<file path="src/rtl/sdram_pkg.sv">
// Shared SDRAM controller constants.
// Command encodings are {cs_n,ras_n,cas_n,we_n}.
package sdram_pkg;

    localparam logic [3:0] CMD_NOP  = 4'b0111;
    localparam logic [3:0] CMD_AREF = 4'b0001;
    localparam logic [3:0] CMD_PRE  = 4'b0010;
    localparam logic [3:0] CMD_ACT  = 4'b0011;
    localparam logic [3:0] CMD_WR   = 4'b0100;
    localparam logic [3:0] CMD_RD   = 4'b0101;
    localparam logic [3:0] CMD_MRS  = 4'b0000;

    localparam logic [2:0] ST_INIT  = 3'd0;
    localparam logic [2:0] ST_ARBIT = 3'd1;
    localparam logic [2:0] ST_AREF  = 3'd2;
    localparam logic [2:0] ST_WRITE = 3'd3;
    localparam logic [2:0] ST_READ  = 3'd4;

    localparam int BUSY_W = 10;

endpackage

</file>
<file path="src/rtl/sdram_arbit.sv">
// SDRAM command bus arbiter: grants the pins to init,
// refresh, write or read, with a busy watchdog.
module sdram_arbit
    import sdram_pkg::*;
#(
    parameter int BUSY_MAX = 1023
) (
    input  logic        sclk,
    input  logic        s_rst_n,
    input  logic [3:0]  init_cmd,
    input  logic [12:0] init_addr,
    input  logic        flag_init_end,
    input  logic        ref_req,
    output logic        ref_en,
    input  logic        flag_ref_end,
    input  logic [3:0]  aref_cmd,
    input  logic [12:0] aref_addr,
    input  logic        wr_req,
    input  logic        rd_req,
    output logic        wr_en,
    output logic        rd_en,
    input  logic        flag_wr_end,
    input  logic        flag_rd_end,
    input  logic [3:0]  wr_cmd,
    input  logic [3:0]  rd_cmd,
    input  logic [12:0] wr_addr,
    input  logic [12:0] rd_addr,
    input  logic [1:0]  wr_bank,
    input  logic [1:0]  rd_bank,
    input  logic [15:0] wr_data,
    output logic        sdram_cke,
    output logic        sdram_cs_n,
    output logic        sdram_ras_n,
    output logic        sdram_cas_n,
    output logic        sdram_we_n,
    output logic [12:0] sdram_addr,
    output logic [1:0]  sdram_bank,
    output logic [15:0] sdram_dq_out,
    output logic        sdram_dq_oe,
    output logic        busy_err
);

    logic [2:0]        state_q, state_d;
    logic [BUSY_W-1:0] busy_cnt_q, busy_cnt_d;
    logic              busy_err_q, busy_err_d;
    logic              cke_q;
    logic              end_flag;
    logic [3:0]        cmd;

    // Fixed-priority grant pulses, only while idle in ARBIT.
    always_comb begin
        ref_en = 1'b0;
        wr_en  = 1'b0;
        rd_en  = 1'b0;
        if (state_q == ST_ARBIT) begin
            if (ref_req)     ref_en = 1'b1;
            else if (wr_req) wr_en  = 1'b1;
            else if (rd_req) rd_en  = 1'b1;
        end
    end

    // Only the end flag of the client holding the bus counts.
    always_comb begin
        end_flag = 1'b0;
        case (state_q)
            ST_AREF:  end_flag = flag_ref_end;
            ST_WRITE: end_flag = flag_wr_end;
            ST_READ:  end_flag = flag_rd_end;
            default:  end_flag = 1'b0;
        endcase
    end

    // Next state, watchdog count and abort strobe.
    always_comb begin
        state_d    = state_q;
        busy_cnt_d = '0;
        busy_err_d = 1'b0;
        case (state_q)
            ST_INIT: begin
                if (flag_init_end) state_d = ST_ARBIT;
            end
            ST_ARBIT: begin
                if (ref_en)     state_d = ST_AREF;
                else if (wr_en) state_d = ST_WRITE;
                else if (rd_en) state_d = ST_READ;
            end
            ST_AREF, ST_WRITE, ST_READ: begin
                if (end_flag) begin
                    state_d = ST_ARBIT;
                end else if (busy_cnt_q == BUSY_W'(BUSY_MAX)) begin
                    state_d    = ST_ARBIT;
                    busy_err_d = 1'b1;
                end else begin
                    busy_cnt_d = busy_cnt_q + 1'b1;
                end
            end
            default: state_d = ST_INIT;
        endcase
    end

    // State, watchdog and clock-enable registers.
    always_ff @(posedge sclk or negedge s_rst_n) begin
        if (!s_rst_n) begin
            state_q    <= ST_INIT;
            busy_cnt_q <= '0;
            busy_err_q <= 1'b0;
            cke_q      <= 1'b0;
        end else begin
            state_q    <= state_d;
            busy_cnt_q <= busy_cnt_d;
            busy_err_q <= busy_err_d;
            cke_q      <= 1'b1;
        end
    end

    // Pin mux: NOP until the first clock out of reset.
    always_comb begin
        cmd          = CMD_NOP;
        sdram_addr   = '0;
        sdram_bank   = '0;
        sdram_dq_oe  = 1'b0;
        sdram_dq_out = '0;
        if (cke_q) begin
            case (state_q)
                ST_INIT: begin
                    cmd        = init_cmd;
                    sdram_addr = init_addr;
                end
                ST_AREF: begin
                    cmd        = aref_cmd;
                    sdram_addr = aref_addr;
                end
                ST_WRITE: begin
                    cmd          = wr_cmd;
                    sdram_addr   = wr_addr;
                    sdram_bank   = wr_bank;
                    sdram_dq_oe  = 1'b1;
                    sdram_dq_out = wr_data;
                end
                ST_READ: begin
                    cmd        = rd_cmd;
                    sdram_addr = rd_addr;
                    sdram_bank = rd_bank;
                end
                default: cmd = CMD_NOP;
            endcase
        end
    end

    assign {sdram_cs_n, sdram_ras_n, sdram_cas_n, sdram_we_n} = cmd;
    assign sdram_cke = cke_q;
    assign busy_err  = busy_err_q;

endmodule

</file>
<file path="config.mk">
export PLATFORM = sky130hd
export DESIGN_NAME = sdram_arbit
export DESIGN_NICKNAME = d
export VERILOG_FILES = /design/src/rtl/sdram_pkg.sv /design/src/rtl/sdram_arbit.sv
export SDC_FILE = /design/constraint.sdc
export NUM_CORES = 1
export LEC_CHECK = 0
export CORE_UTILIZATION = 35
export CTS_CLUSTER_DIAMETER = 30
export DETAILED_ROUTE_END_ITERATION = 8
export GPL_TIMING_DRIVEN = 0
export PLACE_DENSITY = 0.87
export SLEW_MARGIN = 30
export SYNTH_ARGS = -nofsm -noshare
export SYNTH_HDL_FRONTEND = slang
export SYNTH_SLANG_ARGS = --single-unit
</file>
<file path="constraint.sdc">
create_clock -name sclk -period 3.1 [get_ports sclk]
set_input_delay 0.775 -clock sclk [delete_from_list [all_inputs] [get_ports sclk]]
set_output_delay 0.775 -clock sclk [all_outputs]
set_load 0.1 [all_outputs]
</file>
==> results.json, run 1 <==
{
  "ant_nets": 0,
  "cp-startpoint": "ref_req",
  "crit_fanout": 4,
  "slowest_delay_ps": 830,
  "gr-total-overflow": 0,
  "placementRows": 24,
  "diodes": 0,
  "switching_share_pct": 61.51,
  "vias": 2133,
  "path_class": "input port to primary output",
  "crit_family": "buffers and inverters",
  "cts-buffers-inserted": 3,
  "nets": 457,
  "synth-edff-count": 0,
  "placed_cells": 406,
  "clock_latency_ps": 240,
  "reg2reg_depth": 5,
  "syn_area_sq_um": 1638,
  "drt_pre_antenna_iters": 4,
  "synthArstFlopShare_pct": 100.0,
  "crit-reg2reg-launch": "state_q[0]",
  "tightest_slew_ps": 995.6,
  "relSlewSlack_pct": 33.42,
  "core_area_sq_um": 4414,
  "seq_area_frac_synth_pct": 22.92,
  "finalHoldViolations": 0,
  "crit_chain": "clkdlybuf4s50_1 -> and2_1 -> clkdlybuf4s15_1",
  "clk_pin_slew_ps": 50,
  "wl_um": 6149,
  "portBuffers": 137,
  "drive_above_1_share_pct": 17.60,
  "grt_pass1_vias": 2097,
  "layout_worst_path_cycle_share_pct": 98.40,
  "synth_area_leader_cell": "dfrtp_1",
  "setup_slack_ps": 49.65,
  "wl_per_cell_um": 15.00,
  "power_frac_seq_pct": 11.3,
  "slew_viol_final": 0,
  "clock-sinks": 15,
  "outcome": "finished, final reports clean",
  "ios": 138,
  "ir_worst_vdd_mv": 0.4190,
  "p_switching_uw": 1320,
  "finalCriticalPeriod_ps": 3050,
  "p_leak_uw": 0.001328,
  "die_y_um": 70.41,
  "path_buf_inv": 2,
  "clkPwrFrac_pct": 7.1,
  "dp_slack_ps": -561.9,
  "p_total_uw": 2145,
  "grt_first_pass_wirelength_um": 9735,
  "pwr-share-comb_pct": 81.7,
  "viasPerCell": 5.202,
  "netlist_top_cells_count": "26 x nor2_1, 22 x nand2_1, 21 x and3_1",
  "dieArea_sq_um": 4957,
  "intPower_uw": 825.8,
  "synth_area_leaders": "dfrtp_1 23%, mux2i_1 9.8%, and3_1 8.0%, and2_1 6.5%, a21oi_1 6.1%",
  "post-route-util_pct": 70.01,
  "cts_tree": "yes",
  "synth-seq-cells": 15,
  "start_util_pct": 37.10,
  "syn_area_per_cell_sq_um": 7.548,
  "worstPathArrival_ps": 2280,
  "grt_start_max_net_pins": 16,
  "antenna_found_initial": 0,
  "syn2layout_area_growth_pct": 88.69,
  "htree_levels": 1,
  "yosysMostFrequentCell": "nor2_1",
  "ys_types": 41,
  "synthCells": 217,
  "reg2reg_slack_ps": 1640,
  "crit_required_ps": 2320,
  "syn_nets": 315,
  "max_freq_mhz": 327.8,
  "power.density_nw_per_um2": 694.2,
  "dpl.hpwl_um": 4905,
  "netlist.area_leader.share_pct": 22.92,
  "grt.total_usage_pct": 24.20,
  "cp-end-kind": "primary output",
  "crit_end": "ref_en",
  "gp_congestion": 0.8347,
  "remaining_drc_errors": 0,
  "crit_slowest_cell": "clkdlybuf4s15_1",
  "clockBufferDepth": 2,
  "clockRootBuffer": "clkbuf_8",
  "worst-path-stages": 3,
  "ys_warn_count": 0,
  "setup_viol": 0,
  "critPathLaunchType": "input port",
  "hold_path_class": "register to register",
  "rsz0062_at_grt": "false",
  "maxCapViolCount": 0,
  "die_x_um": 70.41,
  "timing.rr.end": "busy_cnt_q[7]",
  "clock_skew_ps": 2.543,
  "synth_flop_cell": "dfrtp_1",
  "drt_iter0_markers": 86,
  "instances_no_fill": 410,
  "tns_ps": 0
}
-- stage by stage --
stage | cell area (sq um) | hold WS, ps
global placement | 3085 | 515.1
CTS | 3173 | 525.7
floorplan | 1649 | 479.4
global route | 3090 | 539.4
finish | 3090 | 531.5
detailed placement | 3085 | 516.9
-- routing by layer --
metal | GRT usage (%) | share of wire [%]
met5 | 0 | 0
met4 | 4.889 | 1.3
met3 | 5.483 | 8.2
met2 | 44.44 | 50
met1 | 28.36 | 41
-- worst min-delay path by stage --
| stage | from | to | slack [ps] | cells after the start |
|---|---|---|---|---|
| global route | busy_cnt_q[0] | busy_cnt_q[0] | 540 | 1 |
| global placement | busy_cnt_q[0] | busy_cnt_q[0] | 520 | 1 |
| floorplan | s_rst_n | busy_cnt_q[0] | 480 | 0 |
| finish | busy_cnt_q[0] | busy_cnt_q[0] | 530 | 1 |
| detailed placement | busy_cnt_q[0] | busy_cnt_q[0] | 520 | 1 |
| CTS | busy_cnt_q[0] | busy_cnt_q[0] | 530 | 1 |
-- power groups by stage --
| stage | clock (uW) | combinational (uW) | sequential, uW |
|---|---|---|---|
| after floorplan | 0 | 1350 | 246 |
| after global placement | 0 | 1780 | 244 |
| after detailed placement | 0 | 1800 | 245 |
| after CTS | 156 | 1770 | 242 |
| after global routing | 167 | 1850 | 244 |
| final | 152 | 1750 | 242 |
-- sequential cells by signal, summed over array words and instances (netlist names) --
name and cells:
busy_cnt_q 10, busy_err 1, sdram_cke 1, state_q 3
-- cell usage in the layout (no fill, tap or decap), types with 2 or more instances in the layout --
| cell | instances |
|---|---|
| nand3b_1 | 3 |
| buf_6 | 3 |
| dfrtp_1 | 15 |
| buf_2 | 14 |
| clkdlybuf4s50_1 | 98 |
| clkdlybuf4s15_2 | 24 |
| clkbuf_1 | 8 |
| o21ai_0 | 18 |
| and2_1 | 17 |
| nor3_1 | 3 |
| clkbuf_2 | 3 |
| o21ai_1 | 3 |
| buf_4 | 4 |
| nand3_1 | 4 |
| nand2_1 | 22 |
| and3_1 | 21 |
| a31oi_4 | 2 |
| xor2_1 | 4 |
| mux2i_1 | 16 |
| a21oi_1 | 20 |
| nor2b_2 | 2 |
| a32oi_1 | 2 |
| nor2_1 | 26 |
| xnor2_1 | 2 |
| clkbuf_8 | 3 |
-- logic make-up after synthesis --
logic type	Yosys count	synth area share (%)
compound gates	53	21.01
other cells	1	0.2290
mux	17	10.62
xor+xnor	6	3.209
fa+ha+maj	1	0.7638
buf+inv	19	7.028
flops	15	22.92
simple gates	105	34.22
-- area by class of cell --
class / instances / area, sq um
plain buffers: 17 / 105.1
clock buffers: 4 / 45.04
fillers: 370 / 1324
inverters: 2 / 10.01
multi-input cells: 183 / 1159
flip-flops and latches: 15 / 375.4
well taps: 52 / 65.06
repair buffers: 137 / 1331
-- timing repair --
action | CTS | global route
hold buffers | 0 | 0
setup endpoints to repair | 39 | 15
gates resized for setup | 113 | 28
setup buffers | 0 | 0
(Power assumes the default switching activity.)
==> run 2: changes to the inputs <==
Settings changed: REMOVE_ABC_BUFFERS set to 1.
==> run 2 against run 1 <==
  * Sequential power is 54% higher
  * Worst setup slack worse by 7.5 ps
  * Global-route usage is 1.8 points higher
  * Via count is 2.5% lower
  * Utilization is 1.8 points lower
  * Final area is 2.6% lower
  * First-iteration DRC count is 31% higher
  * Largest cell class unchanged
==> results.json, run 2 (synthesis results as in run 1) <==
{
  "clock-sinks": 15,
  "largest_reg_flops": 10,
  "crit_fanout": 4,
  "timing.hold.ws_ps": 534.4,
  "rsz0062_at_grt": "false",
  "syn2layout_area_growth_pct": 83.80,
  "tightest_slew_ps": 962.5,
  "dpl.hpwl_um": 4831,
  "wl_per_cell_um": 16.62,
  "start_util_pct": 37.10,
  "most-common-layout-cells": "97 x clkdlybuf4s50_1, 26 x nor2_1, 22 x nand2_1",
  "core_area_sq_um": 4414,
  "post-route-util_pct": 68.20,
  "finalCriticalPeriod_ps": 3058,
  "ir_worst_vdd_mv": 0.4594,
  "dieArea_sq_um": 4957,
  "n_fill_cell": 378,
  "setup_viol": 0,
  "cts-buffers-inserted": 3,
  "remaining_drc_errors": 0,
  "gp_congestion": 0.8662,
  "worstPathArrival_ps": 2280,
  "outcome": "finished, final reports clean",
  "cp-end-kind": "primary output",
  "clock_skew_ps": 3.188,
  "clock_latency_ps": 250,
  "die_y_um": 70.41,
  "die_x_um": 70.41,
  "diodes": 0,
  "path_class": "input port to primary output",
  "viasPerCell": 5.279,
  "grt_first_pass_wirelength_um": 10150,
  "power.density_nw_per_um2": 698.5,
  "largestRegisters": "busy_cnt_q x10, state_q x3",
  "gr-total-overflow": 0,
  "critPathLaunchType": "input port",
  "final_common_cell": "clkdlybuf4s50_1",
  "min_from": "busy_cnt_q[4]",
  "wl_um": 6547,
  "slew_viol_final": 0,
  "ant_nets": 0,
  "htree_levels": 1,
  "regMostFlops": "busy_cnt_q",
  "multi_input_area_sq_um": 1152,
  "clk_pin_slew_ps": 60,
  "maxCapViolCount": 0,
  "max_freq_mhz": 327.0,
  "antenna_found_initial": 0,
  "nets": 441,
  "grt_pass1_vias": 2039,
  "worstHoldPathCells": 2,
  "crit-reg2reg-launch": "state_q[1]",
  "relSlewSlack_pct": 35.63,
  "cts_tree": "yes",
  "p_leak_uw": 0.001267,
  "grt.total_usage_pct": 26.02,
  "portBuffers": 137,
  "reg2reg_slack_ps": 1330,
  "timing.rr.end": "state_q[0]",
  "drt_pre_antenna_iters": 4,
  "reg2reg_depth": 6,
  "layout_worst_path_cycle_share_pct": 98.64,
  "drt_iter0_markers": 113,
  "finalHoldViolations": 0,
  "drive_above_1_share_pct": 16.37,
  "grt_start_max_net_pins": 38,
  "clockRootBuffer": "clkbuf_8",
  "hold_path_class": "register to register",
  "vias": 2080,
  "ios": 138,
  "ff_latch_area_sq_um": 386.6,
  "placementRows": 24,
  "crit_required_ps": 2320,
  "clockBufferDepth": 2,
  "worstHoldEndpoint": "busy_cnt_q[4]"
}
run 2: cell types whose count changed in the layout (fill, tap and decap cells not counted), moves of 2 or more:
cell / change
clkbuf_4: +10
clkbuf_1: -8
buf_2: -7
buf_4: -4
clkdlybuf4s15_2: -4
buf_6: -3
clkbuf_2: -3
dfrtp_1: -3
dfrtp_4: +3
nor2b_1: +2
nor2b_2: -2
run 2: per-layer routing:
metal / wire [um] / vias up / part of all wire (%) / global-route usage (%)
met5: 0 / - / 0 / 0
met4: 191 / 0 / 2.9 / 10.00
met3: 472 / 17 / 7.2 / 5.051
met2: 3293 / 88 / 50 / 46.03
met1: 2589 / 970 / 40 / 30.59
li1: - / 1005 / - / -
run 2: final cells by class:
type,instances,share of cell area [%]
Tap cell,52,2.161
Timing Repair Buffer,138,44.85
Inverter,2,0.3325
Multi-Input combinational cell,183,38.28
Clock inverter,1,0.1663
Clock buffer,3,1.372
Sequential cell,15,12.84
run 2: power breakdown:
group	leakage, uW	total, uW	switching [uW]	internal, uW
Clock	0.0000255	159	70.4	89.0
Sequential	0.000198	372	146	226
Combinational	0.00104	1570	1100	472
run 2: worst max-delay path by stage:
stage | startpoint | end | slack [ps] | cells after the start
global placement | state_q[1] | sdram_addr[6] | -1520 | 5
floorplan | state_q[1] | wr_en | -1730 | 1
global route | state_q[1] | sdram_addr[4] | 2 | 6
detailed placement | state_q[0] | sdram_addr[6] | -1250 | 5
finish | ref_req | ref_en | 40 | 3
CTS | ref_req | ref_en | 10 | 3
run 2: what timing repair did:
action                                 in CTS  in global routing
cloned                                      0                  0
endpoints found under the hold margin       0                  0
setup endpoints to repair                  40                 15
setup buffers                               1                  0
hold buffers                                0                  0
resized for setup                         153                 18
run 2: critical path: stages:
cell and delay [ps]:
clkdlybuf4s50_1 520, and2_1 150, clkdlybuf4s15_1 830
run 2: stage by stage:
step,setup WS (ps),std cells,TNS [ps],instance area (sq um),total power [uW]
floorplan,-1725,200,-15410,1533,1501
global placement,-1520,389,-51140,2969,1938
detailed placement,-1248,389,-40220,2970,1960
CTS,12.12,394,0,3004,2088
global route,2.089,394,0,3010,2198
finish,42.11,394,0,3010,2103
==> run 3: changes to the inputs <==
Settings changed: CORE_UTILIZATION 35 to 40, DONT_BUFFER_PORTS set to 1, PLACE_DENSITY 0.87 to unset.
Clock period 3.1 ns to 2.8 ns, I/O delays scaled along.
==> run 3 against run 2 <==
  * Via count fell by 26%
  * Register-to-register slack got worse by 300 ps
  * Clock skew fell by 2.6 ps
  * Combinational power barely moved
  * Total power rose by 0.98%
  * Critical path depth rose by 1
  * Sequential power rose by 8.1%
  * Utilization fell by 20 points
  * Worst hold slack got worse by 390 ps
  * Final area fell by 40%
  * Non-clock buffer count fell by 135
==> results.json, run 3 (synthesis results as in run 1) <==
{
  "outcome": "finished, final reports clean",
  "portBuffers": 0,
  "core_area_sq_um": 3799,
  "drt_iter0_markers": 34,
  "clk_pin_slew_ps": 60,
  "antenna_found_initial": 0,
  "final_common_cell": "nor2_1",
  "reg2reg_slack_ps": 1030,
  "gp_congestion": 0.7581,
  "layout_worst_path_cycle_share_pct": 96.39,
  "ir_worst_vdd_mv": 0.6176,
  "wl_met1_um": 1904,
  "maxCapViolCount": 0,
  "rsz0062_at_grt": "false",
  "ff_latch_area_sq_um": 387.9,
  "clock_latency_ps": 240,
  "largestRegisters": "busy_cnt_q x10, state_q x3",
  "remaining_drc_errors": 0,
  "dp_slack_ps": -692.4,
  "dpl.hpwl_um": 3160,
  "clockBufferDepth": 2,
  "cts-buffers-inserted": 3,
  "grt_pass1_vias": 1268,
  "largest_reg_flops": 10,
  "relSlewSlack_pct": 40.19,
  "max_freq_mhz": 370.5,
  "drive_above_1_share_pct": 28.37,
  "met3_length_um": 337,
  "wl_per_cell_um": 17.65,
  "finalCriticalPeriod_ps": 2699,
  "finalHoldViolations": 0,
  "die_y_um": 65.99,
  "clockRootBuffer": "clkbuf_8",
  "grt_start_max_net_pins": 34,
  "ant_nets": 0,
  "vias": 1542,
  "setup_slack_ps": 101.1,
  "clock-sinks": 15,
  "nets": 307,
  "worstPathArrival_ps": 2000,
  "die_x_um": 65.99,
  "cp-end-kind": "primary output",
  "htree_levels": 1,
  "route.met2.wl_um": 2277,
  "multi_input_area_sq_um": 1255,
  "crit_slowest_cell": "dfrtp_4",
  "grt_first_pass_wirelength_um": 6113,
  "start_util_pct": 43.12,
  "gr-total-overflow": 0,
  "post-route-util_pct": 47.86,
  "critPathLaunchType": "register",
  "dieArea_sq_um": 4355,
  "routed.top_layer": "met3",
  "placementRows": 22,
  "tightest_slew_ps": 895.0,
  "p_leak_uw": 0.0007629,
  "ios": 138,
  "grt.total_usage_pct": 18.17,
  "n_fill_cell": 383,
  "cts_tree": "yes",
  "crit_required_ps": 2100,
  "fin_area_sq_um": 1818,
  "place_area_sq_um": 1672,
  "syn2layout_area_growth_pct": 11.00,
  "most-common-layout-cells": "26 x nor2_1, 22 x nand2_1, 19 x and3_2, 19 x a21oi_1, 18 x o21ai_0",
  "slew_viol_final": 0,
  "crit_chain": "inv_6 -> nor2_4 -> a21oi_2 -> o21ai_4",
  "crit_fanout": 26,
  "clock_skew_ps": 0.5551,
  "setup_viol": 0,
  "viasPerCell": 6.023,
  "drt_pre_antenna_iters": 4,
  "hold_path_class": "input port to async pin",
  "path_class": "register to primary output",
  "regMostFlops": "busy_cnt_q",
  "slowest_delay_ps": 620,
  "power.density_nw_per_um2": 1168,
  "diodes": 0,
  "wl_um": 4518
}
==> run 3: changes by cell type in the layout (fill, tap and decap cells not counted), sizes merged <==
cell / delta
clkdlybuf4s50: -97
clkdlybuf4s15: -21
clkbuf: -9
buf: -5
and3: +1
clkdlybuf4s18: -1
clkinv: -1
dlygate4sd2: -1
==> run 3: final cells by class <==
type / count / area share [%]
Multi-Input combinational cell: 184 / 69.03
Sequential cell: 15 / 21.34
Inverter: 2 / 0.6882
Clock buffer: 4 / 2.478
Timing Repair Buffer: 3 / 3.166
Tap cell: 48 / 3.304
==> run 3: what timing repair did <==
item / CTS / global route
hold buffers: 0 / 0
gates cloned: 0 / 1
buffers inserted: 1 / 0
setup endpoints to repair: 38 / 5
gates resized for setup: 52 / 3
pin swaps: 1 / 1
==> run 3: metrics by stage <==
step / hold slack, ps / setup TNS, ps / power (uW) / instances
global placement: 404.7 / -42080 / 1791 / 248
floorplan: 404.4 / -23450 / 1662 / 200
global route: 133.3 / 0 / 2227 / 256
finish: 147.4 / 0 / 2123 / 256
detailed placement: 404.6 / -20840 / 1828 / 250
CTS: 144.4 / 0 / 2109 / 255
==> run 3: worst paths after layout <==
check | from | endpoint | cells after the start
max | state_q[2] | sdram_ras_n | 4
min | s_rst_n | busy_cnt_q[2] | 0
max reg2reg | state_q[2] | state_q[2] | 5
min reg2reg | busy_cnt_q[0] | busy_cnt_q[0] | 1
max in group asynchronous | s_rst_n | sdram_cke | 0
min in group sclk | busy_cnt_q[0] | busy_cnt_q[0] | 1
==> run 3: power by group <==
group	total, uW	internal [uW]	switching [uW]
Clock	170	101	69.8
Combinational	1550	369	1180
Sequential	402	251	151
==> run 3: critical path, delay by kind of cell (launching register included) <==
kind | cells | cell delay [ps]
DFF | 1 | 620
AOI/OAI and AO/OA | 2 | 700
and+or+nand+nor | 1 | 340
buffers and inverters | 1 | 90
==> run 3: layer usage <==
| layer | track usage, % | vias to the layer above |
|---|---|---|
| met3 | 4.138 | 0 |
| li1 | - | 746 |
| met1 | 24.08 | 705 |
| met4 | 0 | 0 |
| met2 | 31.76 | 91 |
| met5 | 0 | - |
